$ cat config.mk
export PLATFORM = sky130hd
export DESIGN_NAME = dsp_mac_stream
export DESIGN_NICKNAME = d
export VERILOG_FILES = /design/src/rtl/dsp_mac_stream.sv
export SDC_FILE = /design/constraint.sdc
export NUM_CORES = 2
export LEC_CHECK = 0
export ABC_AREA = 1
export CAP_MARGIN = 15
export CORE_MARGIN = 4
export CORE_UTILIZATION = 57
export CTS_CLUSTER_SIZE = 16
export DETAILED_ROUTE_END_ITERATION = 16
export PLACE_DENSITY_LB_ADDON = 0.3
export SYNTH_ARGS = -nofsm -noshare
export SYNTH_HDL_FRONTEND = slang
export SYNTH_SLANG_ARGS = --single-unit
$ cat constraint.sdc
create_clock -name clk -period 10.7 [get_ports clk]
set_clock_uncertainty 0.05 [all_clocks]
set_input_delay 2.14 -clock clk [delete_from_list [all_inputs] [get_ports clk]]
set_output_delay 2.14 -clock clk [all_outputs]
set_load 0.05 [all_outputs]
$ cat src/rtl/dsp_mac_stream.sv
// dsp_mac_stream: three-stage stream-handshaked multiply-accumulate slice.
// S1 registers the operands and the pre-adder result. S2 registers the
// signed product. S3 accumulates over a frame delimited by s_last and emits
// one result per frame.
// Optional feature: define DSP_SAT_EN to clamp overflowing sums instead of
// letting them wrap. The sticky overflow flag is reported in both builds.
module dsp_mac_stream #(
   parameter int AW   = 18,
   parameter int BW   = 18,
   parameter int CW   = 48,
   parameter int PW   = 48,
   parameter int CNTW = 8
) (
   input  logic                   clk,
   input  logic                   RST,
   input  logic                   s_valid,
   output logic                   s_ready,
   input  logic signed [AW-1:0]   s_A,
   input  logic signed [BW-1:0]   s_B,
   input  logic signed [BW-1:0]   s_D,
   input  logic signed [CW-1:0]   s_C,
   input  logic        [2:0]      s_MODE,
   input  logic                   s_last,
   output logic                   m_valid,
   input  logic                   m_ready,
   output logic signed [PW-1:0]   m_P,
   output logic                   m_OVF,
   output logic        [CNTW-1:0] m_CNT
);

   localparam int MW = AW + BW + 1;

   // A result waiting for a consumer freezes the whole pipeline.
   logic stall;
   assign stall   = m_valid && !m_ready;
   assign s_ready = !stall;

   // ---------------- Stage S1: operands and pre-adder ----------------
   logic signed [BW:0]   d_ext, b_ext, pre_w;
   logic                 v1, sub1, last1;
   logic signed [AW-1:0] a1;
   logic signed [BW:0]   pre1;
   logic signed [CW-1:0] c1;

   assign d_ext = (BW+1)'(s_D);
   assign b_ext = (BW+1)'(s_B);

   // Pre-adder: D+B, D-B, or B passed through, one bit wider so it cannot overflow.
   always_comb begin
      // NOTE: a default assignment first keeps every path assigned, so no latch is inferred.
      pre_w = b_ext;
      if (s_MODE[0]) pre_w = s_MODE[1] ? (d_ext - b_ext) : (d_ext + b_ext);
   end

   // S1 capture: the valid bit follows s_valid whenever the pipe advances.
   always_ff @(posedge clk or posedge RST) begin
      // NOTE: sequential state uses non-blocking assignments so every register samples pre-edge values.
      if (RST) begin
         v1    <= 1'b0;
         a1    <= '0;
         pre1  <= '0;
         sub1  <= 1'b0;
         last1 <= 1'b0;
         c1    <= '0;
      end else if (!stall) begin
         v1 <= s_valid;
         if (s_valid) begin
            a1    <= s_A;
            pre1  <= pre_w;
            sub1  <= s_MODE[2];
            last1 <= s_last;
            c1    <= s_C;
         end
      end
   end

   // ---------------- Stage S2: signed multiply ----------------
   logic signed [MW-1:0] prod_w, prod2;
   logic                 v2, sub2, last2;
   logic signed [CW-1:0] c2;

   assign prod_w = MW'(a1) * MW'(pre1);

   // S2 capture of the product with the controls that travel alongside it.
   always_ff @(posedge clk or posedge RST) begin
      if (RST) begin
         v2    <= 1'b0;
         prod2 <= '0;
         sub2  <= 1'b0;
         last2 <= 1'b0;
         c2    <= '0;
      end else if (!stall) begin
         v2 <= v1;
         if (v1) begin
            prod2 <= prod_w;
            sub2  <= sub1;
            last2 <= last1;
            c2    <= c1;
         end
      end
   end

   // ---------------- Stage S3: accumulate ----------------
   logic signed [PW-1:0] acc, base, prod_ext, sum, acc_next;
   logic [CNTW-1:0]      cnt, cnt_next;
   logic                 first, sticky, ovf, sticky_next;

   assign prod_ext = PW'(prod2);
   assign base     = first ? PW'(c2) : acc;
   assign sum      = sub2 ? (base - prod_ext) : (base + prod_ext);

   // Signed overflow: for an add the operand signs match, for a subtract they
   // differ, and in both cases the result sign departs from the base sign.
   assign ovf = ((base[PW-1] == prod_ext[PW-1]) != sub2) && (sum[PW-1] != base[PW-1]);

   // Next accumulator value, wrapped or clamped toward the sign of the true sum.
   always_comb begin
      acc_next = sum;
`ifdef DSP_SAT_EN
      if (ovf) acc_next = base[PW-1] ? {1'b1, {(PW-1){1'b0}}} : {1'b0, {(PW-1){1'b1}}};
`endif
   end

   assign sticky_next = (first ? 1'b0 : sticky) | ovf;
   assign cnt_next    = first ? CNTW'(1) : ((cnt == '1) ? cnt : cnt + 1'b1);

   // Frame accumulation and result register; a last beat restarts the frame on the same edge.
   always_ff @(posedge clk or posedge RST) begin
      if (RST) begin
         acc     <= '0;
         cnt     <= '0;
         sticky  <= 1'b0;
         first   <= 1'b1;
         m_valid <= 1'b0;
         m_P     <= '0;
         m_OVF   <= 1'b0;
         m_CNT   <= '0;
      end else if (!stall) begin
         m_valid <= v2 && last2;
         if (v2) begin
            if (last2) begin
               m_P    <= acc_next;
               m_OVF  <= sticky_next;
               m_CNT  <= cnt_next;
               acc    <= '0;
               cnt    <= '0;
               sticky <= 1'b0;
               first  <= 1'b1;
            end else begin
               acc    <= acc_next;
               cnt    <= cnt_next;
               sticky <= sticky_next;
               first  <= 1'b0;
            end
         end
      end
   end

endmodule
Yosys cells after proc, flatten, opt, wreduce, memory -nomap -nowiden
Cells that the tools add are included.
- memories kept: 0
- output and inout bits: 59
- ROM bits: 0
- logic and storage cells: 51
- bits in writable memories: 0
- bits in latches: 0
- bits in registers: 292
- add/subtract/negate cells: 5
- muxes and demuxes: 11
- bitwise operators: 2
- multipliers: 1
- order comparisons: 0
- equality and inequality tests: 4
- shifts and indexed selects: 0
- div/mod/pow operators: 0
- reduce and logical (&&, ||, !) cells: 9
- operator list (operator ; count):
    $mux W48 ; 3
    $add A48 B37 Y48 ; 1
    $sub A48 B37 Y48 ; 1
    $mux W19 ; 2
    $mul A18 B19 Y37 ; 1
    $mux W8 ; 3
    $add A18 B18 Y19 ; 1
    $sub A18 B18 Y19 ; 1
    $add A8 B1 Y8 const B ; 1
    $eq A8 B8 Y1 const B ; 1
    $reduce_and A2 Y1 ; 3
    $logic_and A1 B1 Y1 ; 3
    $mux W1 ; 3
    $reduce_and A3 Y1 ; 1
    $logic_not A1 Y1 ; 2
    $ne A1 B1 Y1 ; 2
    $eq A1 B1 Y1 ; 1
    $not A1 Y1 ; 1
    $or A1 B1 Y1 ; 1

Logic depth before layout (Yosys ltp)
- depth in word-level cells: 7
- gate-level depth with buffers: 28
- depth with buffers taken out: 27

Worst setup path before layout
Ideal clock, no wire load.
- kind: register to register
- from: register pre1[18]
- to: register prod2[36]
- slack: 4.770 ns
- cell stages (with the launch flop): 26
- data arrival time: 5.762 ns
- buffers on the path: 2
- period minus slack after synthesis: 5.930 ns
- cell sequence: dfrtp_1 > clkbuf_1 > buf_1 > nand2_1 > fa_1 > inv_1 > fa_1 > inv_1 > fa_1 > inv_1 > fa_1 > inv_1 > fa_1 > fa_1 > inv_1 > ha_1 > nand2_1 > nor2_1 > inv_1 > nor2_1 > inv_1 > nor3_1 > a21o_1 > nand2_1 > nand3_1 > nand2_1
- longest elaborated chain between the ends: 1
- RTL lines (item ; line ; RTL):
    start, declared ; 42 ; logic signed [BW:0] pre1;
    start signal, assigned ; 69 ; pre1 <= pre_w;
    $mul A18 B19 Y37 ; 82 ; assign prod_w = MW'(a1) * MW'(pre1);
    end signal, assigned ; 95 ; prod2 <= prod_w;
    end, declared ; 78 ; logic signed [MW-1:0] prod_w, prod2;
Every way passes these cells.
A chain may end at the register's enable or synchronous reset.

Worst setup path after layout
- from: register pre1[18]
- to: register prod2[27]
The elaborated chain is that of the path after synthesis.

==> results.md <==
* Vias per cell at 5.32
* H-tree levels at 2
* Worst path max stage delay at 0.62 ns
* Critical path depth at 24
* Nets at 4950
* Largest net degree at the start of global routing at 114
* WP data required at 11.08 ns
* Num ports at 169
* Sequential element share of the synthesized area at 23.5%
* Synth cell types at 52
* Die height at 242 microns
* Die Wd at 242 microns
* Number of DRC markers in iteration 0 at 1891
* # Post-CTS Setup Buffers at 0
* Starting Density at 57.8%
* Worst reg2reg setup slack at 4.10 ns
* Core area at 0.0539 sq mm
* Synth top area cells: dfrtp_1 (23%), fa_1 (22%), nand2_1 (15%)
* Main synth FF type: dfrtp_1
* Worst Hold End: c2[44]
* Cts repair resizes at 0
* Post-route setup slack at 4.10 ns
* Crit Path Class: flop to flop
* Average wire per standard cell at 17.2 microns
* R2r endpoint: prod2[27]
* Synthesis Warnings at 0
* Place WS at 4.11 ns
* WHS Path Cells at 2
* Worst Hold Launch: c1[44]
* Worst r2r src: pre1[18]
* Yosys top cell area share at 23.4%
* Area Overhead vs Synth at 10.6%
* Crit. End Element: flop
* Post-Syn Area at 0.0311 sq mm
* Worst-path maximum fanout at 19
* Cell mode on critical path: inv_1
* RSZ-0062 raised after global routing: no
* Vias at 26900
* Synth Register Bits at 292
* TritonCTS Buffers at 34
* Ant. Diodes at 0
* Worst hold path type: flop to flop
* Slowest CP cell: dfrtp_1
* Synth async-reset ratio at 100%
* Total grt overflow at 0
* Family with the most delay on the worst path: adder cells
* All-layer global routing usage at 29.7%
* IO buf count at 168
* Drt total wl at 87000 microns
* Slew Limit Fails at 0
* Detailed Place HPWL at 69300 microns
* Final critical-path required period at 6.60 ns
* Max-capacitance violation count at 0
* Clock Tree Root: clkbuf_16
* Layout cells sized above 1 at 2.59%
* Vias in the first global route at 27400
* Clock buffer depth at 3
* Fin crit share at 61.7%
* CP Data Arrival Time at 6.99 ns
* Status: finished clean
* DRC at 0
* Post-synth EDFFs at 0
* Clock-pin slew on the worst setup and hold paths at 0.06 ns
* 1st-pass router iterations at 6
* Post-Syn Area per Cell at 7.30 sq um
* Initial antenna violation count at 1
* Final Setup Violations at 0
* Standard-cell rows at 85
* Slew HR at 35.2%
* CTS tree: done
* First-pass GRT wire length at 141000 microns
* CP cell instances: nand2_1 -> inv_1 -> fa_1 -> inv_1 -> fa_1 -> inv_1 -> ha_1 -> inv_1 -> fa_1 -> inv_1 -> fa_1 -> inv_1 -> fa_1 -> inv_1 -> ha_1 -> nand2_1 -> nor2_1 -> inv_1 -> nor3_1 -> or3b_1 -> nand3_1 -> nand2_1 -> nand3_1 -> nand2_1
* Post-synth top area cell: dfrtp_1
* Worst-Skew Late Latency at 0.56 ns
* Tightest Pin Transition at 0.971 ns
* Critical Path Source Type: flop
* RePlAce Congestion at 0.981
* Final Hold Fails at 0
* Synth Instances at 4263
* Worst path bufs/invs at 8
* Die area at 0.0584 sq mm
* Setup TNS at 0 ns
* Maximum clock rate at 151 MHz
* Post-CTS Hold Fix Bufs at 0
* # clock sinks at 292
* Detail Route Antenna Nets at 0
* FF-to-FF path depth at 24
* Post-Synthesis Net Count at 4883
==> cell usage after synthesis, types with 2 or more instances <==
master and count:
nor2_2 2, o31ai_1 3, a21o_1 15, inv_1 916
o22ai_1 22, o41ai_1 2, o21a_1 3, nand3b_1 17
nor4_1 8, a31oi_1 13, or2_2 12, xor2_1 67
o21bai_1 19, nand2b_1 2, a21boi_1 2, o211ai_1 8
nand2_2 3, nor2_1 255, nand3_1 152, clkbuf_1 131
buf_1 23, a21oi_1 139, fa_1 347, xnor2_1 39
a21boi_0 3, nor3_1 31, nand4_1 28, a21oi_2 3
o21ai_1 9, and3_1 2, dfrtp_1 291, nand2_1 1284
o21ai_0 229, or2_1 3, ha_1 163
==> flip-flops by register name, summed over array words and instances (netlist names) <==
| signal | count |
|---|---|
| prod2 | 37 |
| m_valid | 1 |
| m_CNT | 8 |
| a1 | 18 |
| v1 | 1 |
| c2 | 48 |
| m_OVF | 1 |
| acc | 48 |
| last1 | 1 |
| sticky | 1 |
| v2 | 1 |
| cnt | 8 |
| last2 | 1 |
| first | 1 |
| pre1 | 19 |
| m_P | 48 |
| sub1 | 1 |
| sub2 | 1 |
| c1 | 48 |
==> worst max path at each step <==
| stage | from | to | slack (ns) |
|---|---|---|---|
| after global placement | a1[3] | prod2[34] | 4.21 |
| after CTS | a1[3] | prod2[34] | 4.10 |
| after detailed placement | a1[3] | prod2[34] | 4.11 |
| after floorplan | RST | a1[0] | 0.45 |
| after global routing | a1[0] | prod2[27] | 3.63 |
| final | pre1[18] | prod2[27] | 4.10 |
==> logic make-up (layout without fill, tap and decap cells) <==
logic type      count (synthesis)  after routing  share of synthesized area, %
mux                             1              1                        0.0321
buf+inv                      1072           1165                          12.9
flops                         292            292                          23.5
simple gates                 1807           1807                          23.4
compound gates                475            475                          8.34
xor+xnor                      106            106                          2.98
fa+ha+maj                     510            510                          28.9
==> stage by stage <==
stage	utilization, %	cell area (sq um)	hold WS [ns]	cells
after detailed placement	61.7	33300	0.410	4990
after global routing	63.9	34400	0.440	5052
after floorplan	-	31100	0.392	4263
after CTS	63.9	34400	0.424	5052
final	63.9	34400	0.420	5052
after global placement	61.7	33300	0.407	4990
==> metal layers <==
| layer | up-vias | share of wire (%) | track usage (%) |
|---|---|---|---|
| met5 | - | 0 | 0 |
| met4 | 0 | 4.5 | 11.7 |
| met3 | 200 | 5.8 | 4.00 |
| met2 | 853 | 48 | 51.3 |
| met1 | 12900 | 41 | 38.3 |
| li1 | 13000 | - | - |
==> placed cells by master (no fill, tap or decap), types with 28 or more instances in the layout <==
cell | Yosys | layout
a21oi_1 | 139 | 139
clkbuf_16 | 0 | 34
clkdlybuf4s50_1 | 0 | 168
dfrtp_1 | 291 | 291
fa_1 | 347 | 347
ha_1 | 163 | 163
inv_1 | 916 | 913
nand2_1 | 1284 | 1282
nand3_1 | 152 | 152
nand4_1 | 28 | 28
nor2_1 | 255 | 252
nor3_1 | 31 | 31
o21ai_0 | 229 | 229
xnor2_1 | 39 | 39
xor2_1 | 67 | 67
==> area by class of cell <==
type | count | area, sq um
Clock buffer | 44 | 948
Clock inverter | 18 | 206
Fill cell | 4928 | 19500
Inverter | 917 | 3450
Multi-Input combinational cell | 2899 | 19800
Sequential cell | 292 | 7310
Tap cell | 696 | 871
Timing Repair Buffer | 186 | 1820
==> worst reg2reg max path, delay by kind of cell, from the launching register on <==
family	cells	cell delay, ns
flops	1	0.62
buf+inv	8	0.80
simple gates	9	1.47
fa+ha+maj	7	3.57
Power is not shown: default switching activity piles up to over one toggle a cycle in this logic, so the estimate is an artifact.
